[src/rtl/MCLA_4_c_c0.sv]
// 4-bit carry-lookahead slice: s = a + b + c0, with s[4] the carry out.
module MCLA_4_c_c0 (
    input  logic [3:0] a_i,
    input  logic [3:0] b_i,
    input  logic       c0_i,
    output logic [4:0] s_o
);
    logic [3:0] g;
    logic [3:0] p;
    logic [4:0] c;

    always_comb begin
        g    = a_i & b_i;
        p    = a_i ^ b_i;
        c[0] = c0_i;
        c[1] = g[0] | (p[0] & c0_i);
        c[2] = g[1] | (p[1] & g[0]) | (p[1] & p[0] & c0_i);
        c[3] = g[2] | (p[2] & g[1]) | (p[2] & p[1] & g[0]) | (p[2] & p[1] & p[0] & c0_i);
        c[4] = g[3] | (p[3] & g[2]) | (p[3] & p[2] & g[1]) | (p[3] & p[2] & p[1] & g[0])
             | (&p & c0_i);
        s_o  = {c[4], p ^ c[3:0]};
    end
endmodule

[src/rtl/mcla_nibble_seq.sv]
// Nibble-serial WIDTH-bit adder: a single 4-bit CLA slice is reused for NIB cycles,
// with the slice carry held in a register between nibbles.
module mcla_nibble_seq #(
    parameter int unsigned WIDTH = 16
) (
    input  logic             clk_i,
    input  logic             rst_i,
    input  logic             in_valid_i,
    output logic             in_ready_o,
    input  logic [WIDTH-1:0] a_i,
    input  logic [WIDTH-1:0] b_i,
    input  logic             cin_i,
    output logic             out_valid_o,
    input  logic             out_ready_i,
    output logic [WIDTH:0]   sum_o,
    output logic             busy_o
);
    localparam int unsigned NIB = WIDTH / 4;
    localparam int unsigned CntW = (NIB > 1) ? $clog2(NIB) : 1;
    localparam logic [CntW-1:0] LastCnt = CntW'(NIB - 1);

    typedef enum logic [1:0] {StIdle, StRun, StDone} state_e;

    state_e           state_q, state_d;
    logic [WIDTH-1:0] a_q, a_d;
    logic [WIDTH-1:0] b_q, b_d;
    logic [WIDTH:0]   sum_q, sum_d;
    logic [CntW-1:0]  cnt_q, cnt_d;
    logic             carry_q, carry_d;
    logic [4:0]       slice_s;
    logic             accept;
    logic             last_nib;

    assign accept   = in_valid_i && in_ready_o;
    assign last_nib = (cnt_q == LastCnt);

    // Operand registers shift right each RUN cycle, so the slice always sees bits [3:0].
    MCLA_4_c_c0 u_slice (
        .a_i  (a_q[3:0]),
        .b_i  (b_q[3:0]),
        .c0_i (carry_q),
        .s_o  (slice_s)
    );

    always_ff @(posedge clk_i) begin
        if (rst_i) begin
            state_q <= StIdle;
        end else begin
            state_q <= state_d;
        end
    end

    always_comb begin
        state_d = state_q;
        unique case (state_q)
            StIdle:  if (accept) state_d = StRun;
            StRun:   if (last_nib) state_d = StDone;
            StDone:  if (out_ready_i) state_d = StIdle;
            default: state_d = StIdle;
        endcase
    end

    // in_ready is gated by rst so nothing is offered while reset is held.
    always_comb begin
        in_ready_o  = (state_q == StIdle) && !rst_i;
        out_valid_o = (state_q == StDone);
        busy_o      = (state_q != StIdle);
        sum_o       = sum_q;
    end

    always_comb begin
        a_d     = a_q;
        b_d     = b_q;
        carry_d = carry_q;
        cnt_d   = cnt_q;
        sum_d   = sum_q;
        if (accept) begin
            a_d     = a_i;
            b_d     = b_i;
            carry_d = cin_i;
            cnt_d   = '0;
        end else if (state_q == StRun) begin
            a_d     = a_q >> 4;
            b_d     = b_q >> 4;
            carry_d = slice_s[4];
            for (int unsigned i = 0; i < NIB; i++) begin
                if (cnt_q == CntW'(i)) sum_d[4*i +: 4] = slice_s[3:0];
            end
            if (last_nib) begin
                sum_d[WIDTH] = slice_s[4];
            end else begin
                cnt_d = cnt_q + 1'b1;
            end
        end
    end

    always_ff @(posedge clk_i) begin
        if (rst_i) begin
            a_q     <= '0;
            b_q     <= '0;
            carry_q <= 1'b0;
            cnt_q   <= '0;
            sum_q   <= '0;
        end else begin
            a_q     <= a_d;
            b_q     <= b_d;
            carry_q <= carry_d;
            cnt_q   <= cnt_d;
            sum_q   <= sum_d;
        end
    end
endmodule

[config.mk]
export PLATFORM = sky130hd
export DESIGN_NAME = mcla_nibble_seq
export DESIGN_NICKNAME = d
export VERILOG_FILES = /design/src/rtl/MCLA_4_c_c0.sv /design/src/rtl/mcla_nibble_seq.sv
export SDC_FILE = /design/constraint.sdc
export NUM_CORES = 1
export LEC_CHECK = 0
export ABC_AREA = 0
export CAP_MARGIN = 20
export CORE_MARGIN = 3
export CORE_UTILIZATION = 44
export CTS_BUF_LIST = sky130_fd_sc_hd__clkbuf_16
export DETAILED_ROUTE_END_ITERATION = 16
export PLACE_DENSITY = 0.75
export SYNTH_ARGS = -nofsm -noshare
export SYNTH_HDL_FRONTEND = slang
export SYNTH_SLANG_ARGS = --single-unit
[constraint.sdc]
create_clock -name clk_i -period 1.45 [get_ports clk_i]
set_input_delay 0.29 -clock clk_i [delete_from_list [all_inputs] [get_ports clk_i]]
set_output_delay 0.29 -clock clk_i [all_outputs]
set_load 0.03 [all_outputs]
# Word level (Yosys, flattened, before mapping)
# Cells that the tools add are included.
dict set report totals {
  ff_bits 54
  inputBits 37
  output_inout_bits 20
}
dict set report classes {
  n_addsub 1
  eq_ne 8
  mux 10
  n_bitwise 30
  reduce_logical 15
}
# op count
set op_table {}
lappend op_table {{$mux W16} 4}
lappend op_table {{$and A1 B1 Y1} 15}
lappend op_table {{$reduce_and A3 Y1} 5}
lappend op_table {{$or A1 B1 Y1} 10}
lappend op_table {{$xor A4 B4 Y4} 2}
lappend op_table {{$eq A2 B2 Y1 const B} 3}
lappend op_table {{$mux W2} 3}
lappend op_table {{$pmux W2 S3} 1}
lappend op_table {{$and A4 B4 Y4} 1}
lappend op_table {{$eq A2 B1 Y1 const B} 2}
lappend op_table {{$logic_not A2 Y1} 2}
lappend op_table {{$ne A2 B2 Y1 const B} 2}
lappend op_table {{$reduce_and A4 Y1} 1}
lappend op_table {{$reduce_bool A2 Y1} 2}
lappend op_table {{$add A2 B1 Y2 const B} 1}
lappend op_table {{$logic_and A1 B1 Y1} 2}
lappend op_table {{$mux W1} 2}
lappend op_table {{$ne A2 B1 Y1 const B} 1}
lappend op_table {{$not A1 Y1} 2}
lappend op_table {{$reduce_and A2 Y1} 1}
lappend op_table {{$reduce_or A2 Y1} 1}
lappend op_table {{$logic_not A1 Y1} 1}

# Depth between registers and ports, before layout
# Gate-level depths: netlist of run 1.
dict set report logic_depth {
  word_depth 8
  ltp_mapped 6
  ltp_nobuf 5
}

# Modules after synthesis
# Synthesis of run 1 repeated with hierarchy kept, for this count alone.
dict set report unflattened {
  hier_cells 297
  area_unflattened_um2 2597.5
}
# module instances cells_each area_each_um2 seq_area_each_um2
set modules_own_cells {}
lappend modules_own_cells {mcla_nibble_seq 1 280 2449.8 1081.0}
lappend modules_own_cells {MCLA_4_c_c0 1 17 147.6 0.0}

# Worst setup path after synthesis of run 1
# No wires, ideal clock.
dict set report synth_timing {
  path_kind {flip-flop to flip-flop}
  startpoint {register state_q[1]}
  endpoint {register a_q[14]}
  arrival_ns 1.661
  setup_slack_ns -0.345
  stages_incl_launch_ff 5
  period_less_slack_ns 1.795
  path_cell_list {dfxtp_1 -> nor3_1 -> nand2_1 -> nand3_1 -> a21oi_1}
}
dict set report synth_between {
  elab_chain_cells 4
  elab_cells_between_ends 6
  classes_between {eq/ne (1); mux (1); reduce/logical (4)}
}
# element line_no
set synth_rtl {}
lappend synth_rtl {{from (decl)} mcla_nibble_seq.sv:24} ;# state_e state_q, state_d;
lappend synth_rtl {{from (signal assigned)} mcla_nibble_seq.sv:47} ;# state_q <= StIdle;
lappend synth_rtl {{from (signal assigned)} mcla_nibble_seq.sv:49} ;# state_q <= state_d;
lappend synth_rtl {{$logic_not A2 Y1 *} mcla_nibble_seq.sv:65} ;# in_ready_o = (state_q == StIdle) && !rst_i;
lappend synth_rtl {{$logic_and A1 B1 Y1 *} mcla_nibble_seq.sv:65}
lappend synth_rtl {{net in_ready_o} mcla_nibble_seq.sv:9} ;# output logic in_ready_o,
lappend synth_rtl {{$logic_and A1 B1 Y1 *} mcla_nibble_seq.sv:34} ;# assign accept = in_valid_i && in_ready_o;
lappend synth_rtl {{$mux W16 or $reduce_bool A2 Y1 (tied branches)} --}
lappend synth_rtl {{to (signal assigned)} mcla_nibble_seq.sv:99} ;# a_q <= '0;
lappend synth_rtl {{to (signal assigned)} mcla_nibble_seq.sv:105} ;# a_q <= a_d;
lappend synth_rtl {{to (decl)} mcla_nibble_seq.sv:25} ;# logic [WIDTH-1:0] a_q, a_d;
# Mark *: on every way through the listed nets, which the timed path passes. The rest lies on a longest branch.
# A chain may end at the register's enable or synchronous reset.

# Final worst setup path of run 1
dict set report layout_timing {
  startpoint {register a_q[0]}
  endpoint {register sum_q[14], in the netlist sum_o[14]}
}
dict set report layout_between {
  elab_chain_cells 5
  elab_cells_between_ends 8
  classes_between {bitwise (8)}
}
# element line_no
set layout_rtl {}
lappend layout_rtl {{$and A4 B4 Y4 or $xor A4 B4 Y4 (tied branches)} {MCLA_4_c_c0.sv:13, MCLA_4_c_c0.sv:14}}
lappend layout_rtl {{$and A1 B1 Y1} MCLA_4_c_c0.sv:17} ;# c[2] = g[1] | (p[1] & g[0]) | (p[1] & p[0] & c0_i);
lappend layout_rtl {{$or A1 B1 Y1 or $and A1 B1 Y1 (tied branches)} MCLA_4_c_c0.sv:17}
lappend layout_rtl {{$or A1 B1 Y1 *} MCLA_4_c_c0.sv:17}
lappend layout_rtl {{$xor A4 B4 Y4 *} MCLA_4_c_c0.sv:21} ;# s_o = {c[4], p ^ c[3:0]};
lappend layout_rtl {{to (signal assigned)} mcla_nibble_seq.sv:109} ;# sum_q <= sum_d;
lappend layout_rtl {{to (decl)} mcla_nibble_seq.sv:27} ;# logic [WIDTH:0] sum_q, sum_d;
# Mark *: on every way between the ends. The rest lies on a longest branch, timed or not.

==> impl_metrics.ini, run 1 <==
[run_status]
status = complete, but fails checks
violations = negative setup slack

[finish]
final_cells = 407
multi_input_area_um2 = 1240
final_net_count = 382
area_delta_synth_final_pct = 42.8
seq_area_um2 = 1090
final_cell_mix = nand2_1, dfxtp_1, a21oi_1
drive_gt1_share_pct = 17.5
antenna_cells = 0
nFillCells = 451

[logic_synthesis]
syn_inst = 268
synth-edff-count = 0
ys_async_sr_fraction_pct = 0
ys_types = 32
synth_area_um2 = 2360
ys_seq_area_share_pct = 45.9
synth_area_leaders = dfxtp_1, a22oi_1, nand2_1
yosys.area.top_type = dfxtp_1
syn-num-nets = 314
yosysWarnings = 0
ys.flop_type = dfxtp_1
ys_ff_latch = 54
synth_top_area_share_pct = 45.9
syn_avg_cell_area_um2 = 8.79

[route]
firstDrtPassIters = 4
wire_per_inst_um = 13.9
vias_per_cell = 5.34
antenna_left = 0
drcViolationCount = 0
drt_iter0_markers = 137
vias = 2175
drt-total-wl_mm = 5.67

[clocking]
htreeDepth = 2
postCtsHoldBufs = 0
clockBufferDepth = 2
clock-root-buffer = clkbuf_16
clkLatencyLatePin_ns = 0.29
cts_tree = yes
cts_buffers = 5
clkTransAtPathRegs_ns = 0.06
cts.sinks = 54

[worst_hold_path]
hold_path.class = reg -> reg
hp-start = sum_o[5]$_SDFFE_PP0P_

[timing]
hold_viol = 0
tightest_slew_ns = 0.323
relSlewSlack_pct = 78.4
period_share_pct = 102
fin_worst_skew_ns = 0.00523
finalWorstSetupSlack_ns = -0.0288
setup_tns_ns = -0.0654
rsz0062_at_grt = yes
period_needed_ns = 1.48
drv_slew = 0
fmax_mhz = 676
hold_ws_ns = 0.454
finalSetupViolations = 5

[placement]
dp.cells = 392
io_buffers = 56
preCtsSetupSlack_ns = -0.302
hpwl_mm = 4.05
routabilityCongestion = 0.806

[setup_path]
worstPathMaxFanout = 4
endpoint_kind = flop
r2r_start = a_q[0]$_SDFFE_PP0P_
rrSetupSlack_ns = -0.03
critPathKind = reg -> reg
critPathLaunchType = flop
cp_data_required_time_ns = 1.67
crit_start = a_q[0]$_SDFFE_PP0P_
cp_top_family = simple AND/OR/NAND/NOR gates
critical-path-slowest-cell = or3_4
crit_chain = ha_4, a211oi_4, nor2_1, or3_4, o21ai_1
slowest_delay_ns = 0.38
path_buf_inv = 0
crit_arrival_ns = 1.70

[pwr]
p_per_area_nw_per_um2 = 1010
power.leakage_nw = 1.28
irDropWorstVdd_mv = 0.546

[floorplanning]
die_area_um2 = 6270
io_pins = 57
die_w_um = 79.2
core_region_area_um2 = 5140
num_rows = 26
die_h_um = 79.2
start_util_pct = 45.8

[flow_run]
drv_cap = 0

[global_routing]
grt_pass1_wl_mm = 9.54
antenna_found_initial = 0
grt_usage_pct = 18.9
grt_max_degree = 59
grt_pass1_vias = 2063
grt.overflow.total = 0
## metrics by stage
step / utilization (%) / instance area [um^2] / power (mW)
finish: 65.5 / 3360 / 3.40
global route: 65.5 / 3360 / 3.55
CTS: 63.8 / 3280 / 3.39
detailed placement: 59.7 / 3070 / 2.23
global placement: 59.7 / 3070 / 2.22
floorplan: - / 2380 / 1.98
## power by group
group | switching, mW | total [mW] | internal, mW | leakage, nW
clock | 0.518 | 1.15 | 0.631 | 0.0672
sequential | 0.0471 | 1.60 | 1.55 | 0.441
combinational | 0.330 | 0.655 | 0.324 | 0.769
## layer usage
layer | routed length [um] | vias up | GRT usage (%)
met2 | 2930 | 53 | 31.9
met5 | 0 | - | 0
li1 | - | 1081 | -
met4 | 65 | 0 | 5.15
met3 | 234 | 7 | 3.06
met1 | 2450 | 1034 | 25.0
## worst paths after layout
check	endpoint	depth (start not counted)
min reg2reg	sum_o[5]$_SDFFE_PP0P_	2
max	sum_o[14]$_SDFFE_PP0P_	5
min	sum_o[5]$_SDFFE_PP0P_	2
max reg2reg	sum_o[14]$_SDFFE_PP0P_	5
## state kept, by name (all words and copies together), names as in the netlist
signal and flops:
a_q 16, cnt_q 2, carry_q 1, b_q 16, state_q 2, sum_o 17
## cells by family after synthesis
logic type,share of synthesized area (%)
DFF,45.9
adders and majority gates,5.10
AOI/OAI and AO/OA,22.3
buffers and inverters,5.74
and+or+nand+nor,19.9
xor gates and xnor gates,0.744
muxes,0.425
## cell type report
cell class	count	share of cell area, %
tap	70	2.60
multi-input combinational	192	37.0
clock inverter	3	0.483
clock buffer	5	3.72
sequential	54	32.5
timing repair buffer	78	23.2
inverter	5	0.558
## timing repair
item | CTS | global route
gates cloned | 1 | 0
pin swaps | 8 | 7
endpoints found under the setup margin | 48 | 34
gates resized for setup | 33 | 14
buffers inserted | 3 | 3
## cell usage after synthesis (5+ instances only)
cell	count
nand3_1	12
ha_1	8
nor2_1	9
a211oi_1	7
dfxtp_1	54
buf_6	5
clkbuf_1	8
nand2_1	50
nand3b_1	9
o21ai_0	6
a21oi_1	35
inv_1	5
a22oi_1	25
## worst reg2reg max path, delay by kind of cell, from the launching register on
| family | cells | cell delay (ns) |
|---|---|---|
| flip-flops | 1 | 0.36 |
| AO/OA/AOI/OAI | 2 | 0.35 |
| AND/OR/NAND/NOR | 2 | 0.46 |
| adder cells (fa/ha/maj) | 1 | 0.25 |
(Power assumes the default switching activity.)
==> run 2, diff against run 1 <==
- CORE_UTILIZATION: 44 -> 30
- PLACE_DENSITY: 0.75 -> default
- SYNTH_HIERARCHICAL: default -> 1
==> run 2 against run 1 <==
  * The flow still finishes with violations (negative setup slack)
  * Worst setup slack got worse by 0.10 ns
  * Area after synthesis is 10% higher
  * Synthesized cell count is 11% higher
  * Register-to-register slack got worse by 0.10 ns
  * Clock power is essentially flat
  * Non-clock buffer count rose by 5
  * Design area up 10%
  * Critical path depth up 1
  * Highest routed layer unchanged
==> impl_metrics.ini, run 2 <==
[worst_hold_path]
hold_depth = 2
hp-start = sum_o[6]$_SDFFE_PP0P_
hold_path.class = reg -> reg
min_to = sum_o[6]$_SDFFE_PP0P_

[clocking]
postCtsHoldBufs = 0
htreeDepth = 2
cts_buffers = 5
cts_tree = yes
clkLatencyLatePin_ns = 0.29
clockBufferDepth = 2
clock-root-buffer = clkbuf_16
cts.sinks = 54
clkTransAtPathRegs_ns = 0.07

[floorplanning]
io_pins = 57
num_rows = 33
die_area_um2 = 9810
die_w_um = 99.1
start_util_pct = 31.3
core_region_area_um2 = 8300
die_h_um = 99.1

[placement]
io_buffers = 56
hpwl_mm = 4.44
preCtsSetupSlack_ns = -0.398
place_area_um2 = 3350
routabilityCongestion = 0.729

[pwr]
power.switching_mw = 0.951
power.share.combinational_pct = 20.1
swShare_pct = 27.2
p_per_area_nw_per_um2 = 944
pwr-share-seq_pct = 46.2
irDropWorstVdd_mv = 0.536
power.leakage_nw = 1.40
p_total_mw = 3.49
power.internal_mw = 2.54
p_clk_share_pct = 33.7

[logic_synthesis]
yosys-top-cells-count = dfxtp_1, nand2_1, a21oi_1
ys_seq_area_share_pct = 41.6
synth.most_common_cell = dfxtp_1
synth-edff-count = 0
ys_ff_latch = 54
yosys.area.top_type = dfxtp_1
ys_async_sr_fraction_pct = 0
ys_types = 30
syn-num-nets = 343
synth_area_um2 = 2600
yosysWarnings = 6
synth_top_area_share_pct = 41.6
synth_area_leaders = dfxtp_1, a211oi_2, nand2_1
syn_avg_cell_area_um2 = 8.75
ys.flop_type = dfxtp_1
syn_inst = 297

[route]
vias_per_cell = 4.89
antenna_left = 0
firstDrtPassIters = 4
wire_per_inst_um = 14.0
drt-total-wl_mm = 6.55
drcViolationCount = 0
drt_iter0_markers = 89
vias = 2290

[timing]
finalWorstSetupSlack_ns = -0.132
fmax_mhz = 632
rsz0062_at_grt = yes
drv_slew = 0
finalSetupViolations = 12
relSlewSlack_pct = 68.0
period_needed_ns = 1.58
fin_worst_skew_ns = 0.00886
hold_viol = 0
period_share_pct = 109
tightest_slew_ns = 0.480

[finish]
layout_commonest_cell = nand2_1
final_cell_mix = nand2_1, dfxtp_1, clkdlybuf4s50_1
largest_reg_flops = 17
area_delta_synth_final_pct = 42.5
antenna_cells = 0
post-route-cell-area_um2 = 3700
drive_gt1_share_pct = 29.5
final_net_count = 408

[flow_run]
drv_cap = 0

[setup_path]
r2r-end = sum_o[11]$_SDFFE_PP0P_
worstPathMaxFanout = 4
cp_data_required_time_ns = 1.67
critPathKind = reg -> reg
r2r_start = b_q[0]$_SDFFE_PP0P_
critPathLaunchType = flop
endpoint_kind = flop
crit_arrival_ns = 1.80
worst-r2r-cell-count = 6
rrSetupSlack_ns = -0.13

[global_routing]
antenna_found_initial = 0
grt.overflow.total = 0
grt_max_degree = 34
grt_pass1_wl_mm = 10.7
grt_usage_pct = 13.3
grt_pass1_vias = 2297

[run_status]
status = complete, but fails checks
violations = negative setup slack
-- run 2: cell count changes after synthesis, moves of 3 or more --
cell / delta
a21oi_2: +18
a21oi_1: -3
a211oi_2: +20
nand3_1: +13
buf_2: +9
a22oi_1: -25
nand3b_1: -5
o211ai_1: -4
o21ai_0: -6
and2_1: -4
nor2_1: +18
-- run 2: layout make-up --
type                    count  area (um^2)
clock buffers               5          125
clock inverters             3         18.8
fillers                   799         4600
inverters                   6         22.5
multi-input cells         212         1470
flip-flops and latches     54         1090
well taps                 105          131
repair buffers             83          841
-- run 2: cells by family (layout without fill, tap and decap cells) --
family                   after synthesis  in the layout  synth area share, %
AO/OA/AOI/OAI                         82             82                 25.5
multiplexers                           1              1                0.385
flip-flops                            54             54                 41.6
adder cells (fa/ha/maj)                9              9                 4.62
AND/OR/NAND/NOR                      116            116                 20.3
buffers and inverters                 31             97                 6.21
XOR/XNOR                               4              4                 1.35
-- run 2: how the worst max path moves through the flow --
stage,cells after the start,start,to
after floorplan,3,state_q[0]$_SDFFE_PP0P_,in_ready_o
after global placement,7,in_valid_i,b_q[15]$_SDFFE_PP0P_
after detailed placement,5,in_valid_i,a_q[11]$_SDFFE_PP0P_
after CTS,6,b_q[0]$_SDFFE_PP0P_,sum_o[11]$_SDFFE_PP0P_
after global routing,6,b_q[0]$_SDFFE_PP0P_,sum_o[3]$_SDFFE_PP0P_
final,6,b_q[0]$_SDFFE_PP0P_,sum_o[11]$_SDFFE_PP0P_
-- run 2: per-layer routing --
layer  global-route usage [%]  share of wire, %  vias to the layer above
met4                     4.62               1.4                        0
met3                     2.76               4.5                        9
met1                     18.1                47                     1078
li1                         -                 -                     1150
met2                     20.8                47                       53
met5                        0                 0                        -
-- run 2: stage by stage --
stage | hold slack (ns) | setup TNS, ns | utilization (%) | cells
2_1_floorplan | 0.426 | -0.0370 | - | 297
3_3_place_gp | 0.447 | -13.24 | 40.3 | 454
3_5_place_dp | 0.446 | -13.52 | 40.3 | 454
4_1_cts | 0.453 | -0.986 | 43.3 | 467
5_1_grt | 0.469 | -2.52 | 44.6 | 468
6_report | 0.449 | -0.655 | 44.6 | 468
-- run 2: worst max-delay path, stage by stage (launching register included) --
cell	delay, ns
dfxtp_2	0.34
ha_4	0.22
a21o_1	0.18
a31o_4	0.26
xor2_4	0.25
nand3_1	0.11
a21oi_1	0.14
-- run 2: power by group through the flow --
stage                     registers [mW]  clock network, mW  logic, mW
after floorplan                     1.65                  0      0.362
after global placement              1.64                  0      0.633
after detailed placement            1.64                  0      0.638
after CTS                           1.61               1.21      0.672
after global routing                1.62               1.28      0.764
final                               1.61               1.18      0.702
-- run 2: what timing repair did --
action                     4_1_cts  5_1_grt
setup buffers                    3        1
setup endpoints to repair       66       47
cloned                           2        1
hold endpoints to repair         0        0
gates resized for setup         41       20
pin swaps                       13       16
